### src/rtl/disp_pkg.sv
// Shared definitions for the display-sharing arbiter: FSM encoding,
// display clock rate, default dwell and the display word width.
package disp_pkg;

  typedef enum logic [1:0] {
    ST_IDLE   = 2'd0,
    ST_SWITCH = 2'd1,
    ST_SHOW   = 2'd2
  } disp_state_e;

  // Display datapath runs at 10 MHz
  localparam int DISP_CLK_HZ   = 10_000_000;

  // One second per requester at the display clock rate
  localparam int DEFAULT_DWELL = DISP_CLK_HZ;

  // Width of the word fed to the DigiNumber pair
  localparam int WORD_W        = 32;

endpackage

### src/rtl/disp_share_arbiter_rr_pick.sv
// Round-robin winner search: the requester just after cur_idx has the
// highest priority, cur_idx itself the lowest. Purely combinational.
module rr_pick #(
  parameter int NREQ = 4,
  parameter int IW   = 2
) (
  input  logic [NREQ-1:0] req,
  input  logic [IW-1:0]   cur_idx,
  output logic            found,
  output logic [IW-1:0]   win_idx
);

  logic [IW:0]      start;
  logic [NREQ-1:0]  rot;
  logic [IW:0]      pos;
  logic [IW:0]      sum;

  // Rotate so the search start sits at bit 0, encode the lowest set bit,
  // then add the rotation back (mod NREQ) to get the real index.
  always_comb begin
    start = {1'b0, cur_idx} + (IW+1)'(1);
    if (start >= (IW+1)'(NREQ)) begin
      start = '0;
    end
    rot   = NREQ'({req, req} >> start);
    found = |rot;
    pos   = '0;
    for (int j = NREQ - 1; j >= 0; j--) begin
      if (rot[j]) begin
        pos = (IW+1)'(j);
      end
    end
    sum = start + pos;
    if (sum >= (IW+1)'(NREQ)) begin
      sum = sum - (IW+1)'(NREQ);
    end
    win_idx = IW'(sum);
  end

endmodule

### src/rtl/disp_share_arbiter.sv
// Time-shares the 32-bit seven-segment display word between NREQ
// requesters: round-robin with a programmable dwell, manual next/hold,
// and immediate hand-over when the displayed requester drops out.
module disp_share_arbiter
  import disp_pkg::*;
#(
  parameter int NREQ  = 4,
  parameter int DWELL = DEFAULT_DWELL,
  parameter int CW    = 24,
  parameter int IW    = 2
) (
  input  logic                   clk,
  input  logic                   rst,
  input  logic [NREQ-1:0]        req,
  input  logic [NREQ*WORD_W-1:0] req_data,
  input  logic                   hold,
  input  logic                   next,
  output logic [WORD_W-1:0]      data_out,
  output logic                   we,
  output logic [NREQ-1:0]        grant,
  output logic [IW-1:0]          cur_idx
);

  disp_state_e          state_q;
  logic [NREQ-1:0]      grant_q;
  logic [WORD_W-1:0]    data_q;
  logic                 we_q;
  logic [IW-1:0]        idx_q;
  logic [CW-1:0]        cnt_q;

  logic                 pick_found;
  logic [IW-1:0]        pick_idx;
  logic [WORD_W-1:0]    owner_word;
  logic [WORD_W-1:0]    win_word;
  logic                 owner_req;
  logic                 others_req;

  rr_pick #(
    .NREQ (NREQ),
    .IW   (IW)
  ) u_rr_pick (
    .req     (req),
    .cur_idx (idx_q),
    .found   (pick_found),
    .win_idx (pick_idx)
  );

  // Word of the current owner and of the round-robin candidate
  assign owner_word = req_data[idx_q*WORD_W +: WORD_W];
  assign win_word   = req_data[pick_idx*WORD_W +: WORD_W];

  // Is the owner still asking, and is anybody else waiting for a turn
  assign owner_req  = req[idx_q];
  assign others_req = |(req & ~(NREQ'(1) << idx_q));

  // Arbiter FSM with dwell counter; every output comes straight from a flop
  always_ff @(posedge clk or posedge rst) begin
    if (rst) begin
      state_q <= ST_IDLE;
      grant_q <= '0;
      data_q  <= '0;
      we_q    <= 1'b0;
      idx_q   <= '0;
      cnt_q   <= '0;
    end else begin
      we_q <= 1'b0;
      case (state_q)
        ST_IDLE: begin
          if (|req) begin
            state_q <= ST_SWITCH;
          end
        end

        ST_SWITCH: begin
          // Grant moves in one step, so two bits are never set together
          if (pick_found) begin
            grant_q <= NREQ'(1) << pick_idx;
            idx_q   <= pick_idx;
            data_q  <= win_word;
            we_q    <= 1'b1;
            cnt_q   <= CW'(DWELL - 1);
            state_q <= ST_SHOW;
          end else begin
            grant_q <= '0;
            state_q <= ST_IDLE;
          end
        end

        ST_SHOW: begin
          // Follow the owner's word; strobe only when it actually changes
          data_q <= owner_word;
          we_q   <= (owner_word != data_q);
          if (!owner_req || next) begin
            state_q <= ST_SWITCH;
          end else if ((cnt_q == '0) && !hold) begin
            if (others_req) begin
              state_q <= ST_SWITCH;
            end else begin
              cnt_q <= CW'(DWELL - 1);
            end
          end else if (!hold) begin
            cnt_q <= cnt_q - CW'(1);
          end
        end

        default: begin
          state_q <= ST_IDLE;
        end
      endcase
    end
  end

  assign data_out = data_q;
  assign we       = we_q;
  assign grant    = grant_q;
  assign cur_idx  = idx_q;

endmodule

### config.mk
export PLATFORM = sky130hd
export DESIGN_NAME = disp_share_arbiter
export DESIGN_NICKNAME = d
export VERILOG_FILES = /design/src/rtl/disp_pkg.sv /design/src/rtl/disp_share_arbiter_rr_pick.sv /design/src/rtl/disp_share_arbiter.sv
export SDC_FILE = /design/constraint.sdc
export NUM_CORES = 1
export LEC_CHECK = 0
export BUFFER_PORTS_ARGS = -buffer_cell sky130_fd_sc_hd__buf_2
export CORE_ASPECT_RATIO = 0.8
export CORE_MARGIN = 4
export CORE_UTILIZATION = 41
export CTS_BUF_LIST = sky130_fd_sc_hd__clkbuf_4 sky130_fd_sc_hd__clkbuf_8 sky130_fd_sc_hd__clkbuf_16
export CTS_CLUSTER_SIZE = 16
export DETAILED_ROUTE_END_ITERATION = 6
export PLACE_DENSITY_LB_ADDON = 0.2
export SLEW_MARGIN = 20
export SYNTH_ARGS = -nofsm -noshare
export SYNTH_HDL_FRONTEND = slang
export SYNTH_SLANG_ARGS = --single-unit
### constraint.sdc
create_clock -name clk -period 5.75 [get_ports clk]
set_clock_uncertainty 0.05 [all_clocks]
set_input_delay 0.575 -clock clk [delete_from_list [all_inputs] [get_ports clk]]
set_output_delay 0.575 -clock clk [all_outputs]
set_load 0.005 [all_outputs]
# After elaboration in Yosys (flattened, before gate mapping)
# Index checks and enable logic that the tools add are counted.
[totals]
regBits = 65
input_bits = 136
word_cells = 69
output_inout_bits = 39
[classes]
addsub = 4
shift = 5
reduce_logical = 14
eq_ne = 10
n_lt_le_gt_ge = 3
bitwise = 2
n_mux = 25
[ops]
columns = ["operator", "count"]
rows = [
  ["$shiftx 128x8->32", 2],
  ["$mux 24", 5],
  ["$pmux 32 s2", 1],
  ["$pmux 24 s2", 1],
  ["$mux 32", 1],
  ["$ne 32x32->1", 1],
  ["$logic_not 24->1", 1],
  ["$sub 24x1->24 const B", 1],
  ["$mux 2", 10],
  ["$ne 3x3->1 const B", 4],
  ["$reduce_or 4->1", 3],
  ["$shl 1x2->4 const A", 2],
  ["$shr 8x3->4", 1],
  ["$ge 3x3->1 const B", 2],
  ["$ne 2x2->1 const B", 3],
  ["$pmux 2 s3", 1],
  ["$reduce_and 5->1", 1],
  ["$and 4x4->4", 1],
  ["$mux 4", 1],
  ["$not 4->4", 1],
  ["$reduce_and 2->1", 2],
  ["$add 2x1->3 const B", 1],
  ["$add 3x2->3", 1],
  ["$lt 2x3->1 const B", 1],
  ["13 further kinds", 15],
]

# Depth between registers and ports, before layout
# Gate-level depths: netlist of the first run.
[logic_depth]
ltp_word = 14
ltp_mapped = 18
depth_no_buf = 13

# Modules after synthesis
# From an unflattened synthesis of the first run, not the netlist that was laid out.
[hier_totals]
cells_unflattened = 532
hier_area_um2 = 5474.0
[modules_own_cells]
columns = ["module", "area_each_um2", "cells_each", "instances", "seq_area_each_um2"]
rows = [
  ["disp_share_arbiter", 5297.6, 505, 1, 1626.6],
  ["rr_pick", 176.4, 27, 1, 0.0],
]

# Worst setup path before layout of the first run
# Ideal clock, no wire load.
[synth_path]
path_type = "reg-to-reg"
start = "register idx_q[0], in the netlist cur_idx[0]"
end = "register data_q[10], in the netlist data_out[10]"
setup_time_ns = 0.118
stages_incl_launch_ff = 17
synth_period_minus_slack_ns = 4.215
n_path_buf = 5
required_ns = 5.582
t_arrival_ns = 4.047
slack_ns = 1.535
cell_sequence = "dfrtp_1 buf_2 buf_2 buf_2 inv_1 ha_1 inv_1 nand2_1 a21oi_1 nor2_1 a211oi_1 a21oi_1 ha_1 clkbuf_1 clkbuf_1 mux4_2 a21o_1"
[synth_via]
elab_chain_len = 14
word_cells_on_any_way = 19
classes_between = "add/sub (3); order compare (2); eq/ne (1); shift (3); mux (8); reduce/logical (2)"
[synth_rtl]
columns = ["element", "line_no", "source"]
rows = [
  ["start, declared", "disp_share_arbiter.sv:28", "logic [IW-1:0] idx_q;"],
  ["start signal, assigned", "disp_share_arbiter.sv:78", "idx_q <= pick_idx;"],
  ["$add 2x1->3", "disp_share_arbiter_rr_pick.sv:21", "start = {1'b0, cur_idx} + (IW+1)'(1);"],
  ["$ge 3x3->1", "disp_share_arbiter_rr_pick.sv:22", "if (start >= (IW+1)'(NREQ)) begin"],
  ["$mux 3", "disp_share_arbiter_rr_pick.sv:22", ""],
  ["$shr 8x3->4", "disp_share_arbiter_rr_pick.sv:25", "rot = NREQ'({req, req} >> start);"],
  ["$mux 2 (4 in a row)", "disp_share_arbiter_rr_pick.sv:29", "if (rot[j]) begin"],
  ["$add 3x2->3", "disp_share_arbiter_rr_pick.sv:33", "sum = start + pos;"],
  ["$ge 3x3->1 or $sub 2x1->2 (tied branches)", "disp_share_arbiter_rr_pick.sv:34, disp_share_arbiter_rr_pick.sv:35", ""],
  ["$mux 2", "disp_share_arbiter_rr_pick.sv:34", "if (sum >= (IW+1)'(NREQ)) begin"],
  ["$shiftx 128x8->32", "disp_share_arbiter.sv:50", "assign win_word = req_data[pick_idx*WORD_W +: WORD_W];"],
  ["$mux 32", "disp_share_arbiter.sv:76", "if (pick_found) begin"],
  ["$pmux 32 s2", "disp_share_arbiter.sv:67", "case (state_q)"],
  ["end signal, assigned", "disp_share_arbiter.sv:79", "data_q <= win_word;"],
  ["end signal, assigned", "disp_share_arbiter.sv:91", "data_q <= owner_word;"],
  ["end, declared", "disp_share_arbiter.sv:26", "logic [WORD_W-1:0] data_q;"],
]
# Several ways; a longest one is shown, not always the timed one. The select of a mux whose other input is x is not followed.
# A chain may end at the register's enable or synchronous reset.

# Final worst setup path of the first run
[layout_path]
start = "register idx_q[1], in the netlist cur_idx[1]"
end = "register data_q[3], in the netlist data_out[3]"
# The elaborated chain is that of the path after synthesis.

==> results.toml, run 1 <==
[routing]
totalWireLength_mm = 17.8
drc = 0
drt-initial-drc-count = 394
wl_per_cell_um = 19.3
ant_nets = 0
viasPerCell = 6.00
vias = 5536
dr.pass1.iters = 5

[power]
powerDensity_nw_per_um2 = 607
p_leak_nw = 3.20
finalPower_mw = 4.26
peakVddDrop_mv = 0.849

[run_status]
status = "completed"

[logic_synthesis]
ys.flop_type = "dfrtp_1"
ys_warn_count = 0
avgSynthCellArea_sq_um = 9.79
ys_seq_area_share_pct = 28.3
synthesis.nets = 735
ys_ff_latch = 65
syn_area_sq_um = 5750
synth.distinct_cells = 68
synth_edf_count = 0
asyncSetResetFlopFracSynth_pct = 100
synth_cells = 588

[final_layout]
multi_input_area_sq_um = 3890
finalNonFillerCells = 923
n_antenna_cell = 0
seq_area_sq_um = 1630
drive_gt1_share_pct = 37.6
postLayoutCoreUtil_pct = 51.4
nNetsFinal = 889
fin_area_sq_um = 7010
nFillCells = 1277
syn_to_final_growth_pct = 21.8

[timing]
setup_tns_ns = 0
relSlewSlack_pct = 35.4
fmax_mhz = 265
post-route-period-util_pct = 65.7
setup_ws_ns = 1.97
final_max_slew_viol_count = 0
whs_ns = 0.462
hold_violations = 0
tightestPinTransition_ns = 0.969
period_needed_ns = 3.78
grt_setup_unrepaired = "false"
setup-violations-final = 0

[global_route]
grt_start_max_net_pins = 66
grt_use_total_pct = 22.3
antenna_found_initial = 0
grt_pass1_wl_mm = 28.9
grt_pass1_vias = 5749
overflow = 0

[min_path]
hp-class = "in2async"

[setup_path]
r2r_cells = 12
path_class = "reg2reg"
critPathLaunch = "cur_idx[1]"
cp.required_ns = 5.92
regToRegStartpoint = "cur_idx[1]"
cp_max_fo = 24
critPathArrivalTime_ns = 3.95
cp-end-kind = "register"
cp-start-kind = "register"

[cts]
cts.clk_slew.worst_paths_ns = 0.05
htree_levels = 3
cts.sinks = 65
clk_path_buf_depth = 2
worstSkewPairLatency_ns = 0.33
cts_resized = 0
cts_tree = "done"
hold_buffers = 0
root_buffer = "clkbuf_16"
cts_made_buffers = 9
post_cts_buffers = 0

[floorplanning]
chipHeight_um = 114
core_sq_um = 13600
initial_core_util_pct = 42.2
dieArea_sq_um = 16000
fp.dieW_um = 140
ios = 175
rows = 38

[place]
hpwl_mm = 12.7
dp_cells = 911
portBuffers = 174
gp_congestion = 0.917
placed_area_sq_um = 6750
dp_worst_setup_slack_ns = 1.92

[flow_run]
drv_cap = 0
cell type report:
cell class,count,area share [%]
clock buffers,11,3.61
flip-flops and latches,65,23.2
inverters,20,1.07
clock inverters,1,0.0714
repair buffers,182,13.3
well taps,180,3.21
multi-input cells,464,55.5
layer usage:
metal	wire length [um]	vias up	global-route usage [%]
met5	0	-	0
met4	257	0	5.49
met3	1310	26	4.74
met2	8520	244	36.6
met1	7720	2729	30.4
li1	-	2537	-
power by group:
group / switching [mW] / internal, mW / leakage [nW]
clock network: 0.197 / 0.305 / 0.129
registers: 0.140 / 0.622 / 0.762
logic: 1.56 / 1.43 / 2.31
cell families (layout without fill, tap and decap cells):
family	after synthesis	in the layout	share of synthesized area (%)
compound gates	125	125	15.3
xor+xnor	34	34	5.17
fa+ha+maj	12	12	2.57
buf+inv	59	214	4.44
flops	65	65	28.3
mux	76	76	25.1
simple gates	217	217	19.2
placed cells by master, fill, tap and decap left out, types with 3 or more instances in the layout:
cell,instances
buf_2,174
nand2_1,79
dfrtp_1,64
mux4_2,54
nand3_1,36
nor2_1,32
a21o_1,32
xnor2_1,24
a21oi_1,21
inv_1,18
mux2i_1,16
o21ai_0,15
xor2_1,10
nand4_1,9
ha_1,9
clkbuf_16,9
nor4_1,8
buf_4,8
o31ai_1,7
o21ai_1,7
nor3_1,6
and3_1,5
or4_1,5
o22ai_1,5
nand2b_1,5
a31oi_1,5
mux2_2,5
a22o_1,5
nor2b_1,4
o2111ai_1,3
o211ai_1,3
nand3b_1,3
a31o_2,3
and4_1,3
or3_1,3
critical path: stages, from the launching register on:
cell	delay, ns
dfrtp_1	0.38
inv_2	0.18
ha_1	0.32
inv_1	0.14
nand2_1	0.09
a21oi_1	0.16
nor2_1	0.06
a211oi_1	0.22
a21oi_1	0.07
ha_2	0.89
buf_4	0.36
mux4_2	0.53
a21o_1	0.19
final timing paths:
kind / slack [ns] / end
max in group asynchronous: 4.55 / cur_idx[0]
min: 0.46 / data_out[1]
min reg2reg: 0.47 / cnt_q[0]
max: 1.97 / data_out[3]
max reg2reg: 1.97 / data_out[3]
min in group clk: 0.47 / cnt_q[0]
flip-flops by register name, indices dropped and copies added, names as in the netlist:
register	flops
data_out	32
cnt_q	24
grant	4
cur_idx	2
state_q	2
we	1
cells in the mapped netlist (all sizes together) (8+ instances only):
cell / number / share of area (%)
nand3: 36 / 3.1
clkbuf: 25 / 1.6
nor2: 34 / 2.3
nand2: 79 / 5.2
o21ai: 22 / 1.9
xor2: 10 / 1.5
inv: 20 / 1.3
nor4: 8 / 0.87
mux4: 54 / 21
xnor2: 24 / 3.7
a21oi: 23 / 2.4
dfrtp: 65 / 28
nand4: 9 / 0.98
mux2i: 17 / 3.0
ha: 11 / 2.4
buf: 14 / 1.5
a21o: 32 / 4.2
No activity file was read; power rests on OpenSTA's default activity.
==> run 2, diff against run 1 <==
--- a/config.mk
+++ b/config.mk
@@ -5,6 +5,7 @@
 export SDC_FILE = /design/constraint.sdc
 export NUM_CORES = 1
 export LEC_CHECK = 0
+export ABC_AREA = 1
 export BUFFER_PORTS_ARGS = -buffer_cell sky130_fd_sc_hd__buf_2
 export CORE_ASPECT_RATIO = 0.8
 export CORE_MARGIN = 4
==> constraint.sdc (replaced) <==
create_clock -name clk -period 3 [get_ports clk]
set_clock_uncertainty 0.05 [all_clocks]
set_input_delay 0.3 -clock clk [delete_from_list [all_inputs] [get_ports clk]]
set_output_delay 0.3 -clock clk [all_outputs]
set_load 0.005 [all_outputs]
==> results.toml, run 2 <==
[timing]
hold_violations = 0
relSlewSlack_pct = 41.5
period_needed_ns = 2.71
setup_ws_ns = 0.286
fmax_mhz = 368
tightestPinTransition_ns = 0.876
post-route-period-util_pct = 90.5
setup-violations-final = 0
final_max_slew_viol_count = 0

[logic_synthesis]
syn_area_sq_um = 6780
synth.distinct_cells = 38
synth_edf_count = 0
yosysMostFrequentCell = "nand2_1"
synthesis.nets = 1358
synth-simple-area-share_pct = 55.1
synth_top_family_by_area = "simple AND/OR/NAND/NOR gates"
yosysTopAreaCell = "nand2_1"
synth_top_area_share_pct = 33.2
yosys.area_share.xor_xnor_pct = 2.45
synthTopCellsByCount = "nand2_1, nand3_1, dfrtp_1, inv_1, nor2_1"
ys_warn_count = 0
muxShareOfSynthArea_pct = 2.36
ys.flop_type = "dfrtp_1"
synth_compound_area_share_pct = 5.52
avgSynthCellArea_sq_um = 5.60
synth_area_leaders = "nand2_1, dfrtp_1, nand3_1"
asyncSetResetFlopFracSynth_pct = 100
synth_cells = 1211
ys_ff_latch = 65
ys_seq_area_share_pct = 24.0
synth_fa_ha_area_share_pct = 2.03

[setup_path]
cp_max_fo = 24
regToRegStartpoint = "cur_idx[1]"
cp-end-kind = "register"
cp-start-kind = "register"
crit-reg2reg-capture = "data_out[27]"
reg2reg_slack_ns = 0.29
r2r_cells = 13
critPathArrivalTime_ns = 2.89
cp.required_ns = 3.18
path_class = "reg2reg"
critPathLaunch = "cur_idx[1]"

[min_path]
hold_depth = 7
hp-start = "req_data[84]"
min_to = "data_out[20]"
hp-class = "in2reg"

[final_layout]
drive_gt1_share_pct = 18.0
largest_register_ffs = 32
final_cell_mix = "nand2_1, nand3_1, buf_2"
syn_to_final_growth_pct = 21.7
nNetsFinal = 1506
layout_commonest_cell = "nand2_1"

[place]
gp_congestion = 0.939
dp_worst_setup_slack_ns = 0.162
hpwl_mm = 16.8
portBuffers = 174

[global_route]
grt_start_max_net_pins = 67
antenna_found_initial = 3
grt_pass1_vias = 7324
grt_use_total_pct = 25.1
overflow = 0
grt_pass1_wl_mm = 37.6

[routing]
wl_per_cell_um = 14.7
dr.pass1.iters = 6
drt-initial-drc-count = 586
drc = 0
totalWireLength_mm = 23.3
vias = 8217
ant_nets = 0
viasPerCell = 5.19

[cts]
cts.sinks = 65
cts_tree = "done"
clk_path_buf_depth = 2
htree_levels = 3
cts.clk_slew.worst_paths_ns = 0.06
cts_made_buffers = 9
root_buffer = "clkbuf_16"
worstSkewPairLatency_ns = 0.35

[floorplanning]
chipHeight_um = 123
initial_core_util_pct = 42.4
core_sq_um = 16000
dieArea_sq_um = 18700
fp.dieW_um = 152
ios = 175
rows = 41

[flow_run]
drv_cap = 0

[run_status]
status = "completed"
run 2: worst max path at each step:
stage,endpoint,slack [ns]
final,data_out[27],0.29
after global routing,data_out[2],-0.0003
after CTS,data_out[26],0.13
after detailed placement,data_out[26],0.16
after global placement,data_out[8],0.23
after floorplan,data_out[20],0.06
run 2: what timing repair did:
action | in CTS | in global routing
setup endpoints to repair | 0 | 32
buffers inserted | 0 | 1
hold endpoints to repair | 23 | 0
hold buffers | 1 | 0
gates resized for setup | 0 | 6
run 2: cell families after synthesis:
kind of cell    Yosys count
flops                    65
mux                      16
buf+inv                 136
compound gates           68
xor+xnor                 19
simple gates            896
fa+ha+maj                11
run 2: area by class of cell:
type | instances | area [sq um]
clock inverter | 6 | 67.6
antenna | 3 | 7.51
timing repair buffer | 202 | 1150
multi-input combinational | 1011 | 4630
sequential | 65 | 1630
fill | 1708 | 7750
tap | 215 | 269
inverter | 70 | 263
clock buffer | 10 | 233
run 2: routing by layer:
metal,vias up,wire length [um],global-route usage [%]
met3,29,2060,4.84
met4,0,435,7.41
li1,4157,-,-
met2,343,9920,36.8
met5,-,0,0
met1,3688,10900,37.3
run 2: worst max-delay path: stages (launching register included):
cell and delay [ns]:
dfrtp_1 0.40, clkinv_1 0.15, ha_4 0.34, inv_1 0.10, o21ai_2 0.21, inv_1 0.06, nand2_1 0.10, inv_1 0.05
ha_2 0.40, buf_12 0.21, mux2i_1 0.26, nand3_1 0.10, nand3_1 0.10, a21oi_1 0.07
run 2: stage by stage:
step	cells	hold slack [ns]	TNS, ns	area, sq um	utilization [%]
after floorplan	1211	0.392	0	6810	-
after global placement	1560	0.352	0	7880	49.2
after detailed placement	1560	0.356	0	7880	49.2
after CTS	1577	0.300	0	8190	51.2
after global routing	1582	0.323	-0.000348	8250	51.6
final	1582	0.304	0	8250	51.6
Power of run 2 is left out: the tool's default activity adds up to more than one toggle a clock period on the data nets, which glitch-free logic cannot reach.
==> run 3, diff against run 2 <==
--- a/config.mk
+++ b/config.mk
@@ -9,10 +9,11 @@
 export BUFFER_PORTS_ARGS = -buffer_cell sky130_fd_sc_hd__buf_2
 export CORE_ASPECT_RATIO = 0.8
 export CORE_MARGIN = 4
-export CORE_UTILIZATION = 41
+export CORE_UTILIZATION = 40
 export CTS_BUF_LIST = sky130_fd_sc_hd__clkbuf_4 sky130_fd_sc_hd__clkbuf_8 sky130_fd_sc_hd__clkbuf_16
 export CTS_CLUSTER_SIZE = 16
 export DETAILED_ROUTE_END_ITERATION = 6
+export HOLD_SLACK_MARGIN = 0.05
 export PLACE_DENSITY_LB_ADDON = 0.2
 export SLEW_MARGIN = 20
 export SYNTH_ARGS = -nofsm -noshare
==> results.toml, run 3 (synthesis results as in run 2) <==
[setup_path]
cp-endpoint = "data_out[27]"
reg2reg_slack_ns = 0.22
critPathArrivalTime_ns = 2.96
cp_max_fo = 21
cp.required_ns = 3.18
crit-reg2reg-capture = "data_out[27]"
cp-start-kind = "register"
r2r_cells = 14
critPathLaunch = "cur_idx[0]"
cp-end-kind = "register"
path_class = "reg2reg"
regToRegStartpoint = "cur_idx[0]"

[routing]
wl_per_cell_um = 15.2
ant_nets = 0
drt-initial-drc-count = 619
dr.pass1.iters = 6
wl_met3_mm = 2.29
totalWireLength_mm = 24.1
routed.top_layer = "met4"
drc = 0
viasPerCell = 5.20
vias = 8259
wl_met1_mm = 11.1
wl_met2_mm = 10.2

[final_layout]
syn_to_final_growth_pct = 22.5
drive_gt1_share_pct = 18.2
layout_commonest_cell = "nand2_1"
final_cell_mix = "nand2_1, nand3_1, buf_2"
largest_register_ffs = 32
fin_area_sq_um = 8310
nNetsFinal = 1507

[timing]
tightestPinTransition_ns = 0.838
grt_setup_unrepaired = "false"
setup-violations-final = 0
final_max_slew_viol_count = 0
period_needed_ns = 2.78
fmax_mhz = 360
hold_violations = 0
relSlewSlack_pct = 44.1
setup_ws_ns = 0.224
setup_tns_ns = 0
post-route-period-util_pct = 92.5

[cts]
root_buffer = "clkbuf_16"
cts.sinks = 65
cts_tree = "done"
htree_levels = 3
worstSkewPairLatency_ns = 0.35
cts_made_buffers = 9
clk_path_buf_depth = 2
cts.clk_slew.worst_paths_ns = 0.06

[global_route]
antenna_found_initial = 3
overflow = 0
grt_pass1_vias = 7600
grt_pass1_wl_mm = 39.0
grt_use_total_pct = 24.5
grt_start_max_net_pins = 67

[floorplanning]
chipHeight_um = 124
rows = 42
dieArea_sq_um = 19100
fp.dieW_um = 154
initial_core_util_pct = 40.8
ios = 175
core_sq_um = 16600

[min_path]
hp-start = "req_data[93]"
hp-class = "in2reg"

[place]
dp_worst_setup_slack_ns = 0.164
portBuffers = 174
gp_congestion = 0.933
placed_area_sq_um = 7870
hpwl_mm = 16.6

[flow_run]
drv_cap = 0

[run_status]
status = "completed"
==> run 3: worst min path at each step <==
stage | to | cells after the start
3_3_place_gp | cnt_q[21] | 2
2_1_floorplan | cnt_q[1] | 2
5_1_grt | data_out[29] | 7
6_report | data_out[29] | 7
3_5_place_dp | cnt_q[20] | 2
4_1_cts | data_out[28] | 7
==> run 3: timing repair <==
action                                  CTS  global route
endpoints found under the setup margin    0            57
hold buffers                              1             0
gates resized for setup                   0             9
buffers inserted                          0             4
endpoints found under the hold margin    16             0
==> run 3: cell type report <==
type                            instances  area, sq um
Multi-Input combinational cell       1010         4610
Sequential cell                        65         1630
Clock buffer                           15          302
Timing Repair Buffer                  204         1190
Inverter                               70          265
Antenna cell                            3         7.51
Clock inverter                          1         30.0
Fill cell                            1810         8300
Tap cell                              220          275
==> run 3: per-stage QoR <==
step | hold WS [ns] | std cells | utilization (%)
finish | 0.306 | 1588 | 50.0
CTS | 0.305 | 1580 | 49.5
global placement | 0.270 | 1563 | 47.4
detailed placement | 0.267 | 1563 | 47.4
global route | 0.346 | 1588 | 50.0
floorplan | 0.392 | 1211 | -
==> run 3: layer usage <==
layer / track usage (%) / vias to the layer above
met5: 0 / -
met3: 6.11 / 34
met1: 35.7 / 3694
met4: 6.54 / 0
li1: - / 4167
met2: 36.1 / 364
==> run 3: critical path, stage by stage (launching register included) <==
cell and delay (ns):
dfrtp_2 0.37, buf_6 0.19, inv_2 0.08, ha_4 0.31, inv_1 0.09, o21ai_2 0.21
inv_1 0.06, nand2_1 0.10, inv_1 0.06, ha_2 0.42, buf_12 0.20, mux2i_1 0.27
nand2_1 0.08, nand3_1 0.09, a21oi_1 0.07
Power of run 3 is left out for the same reason.
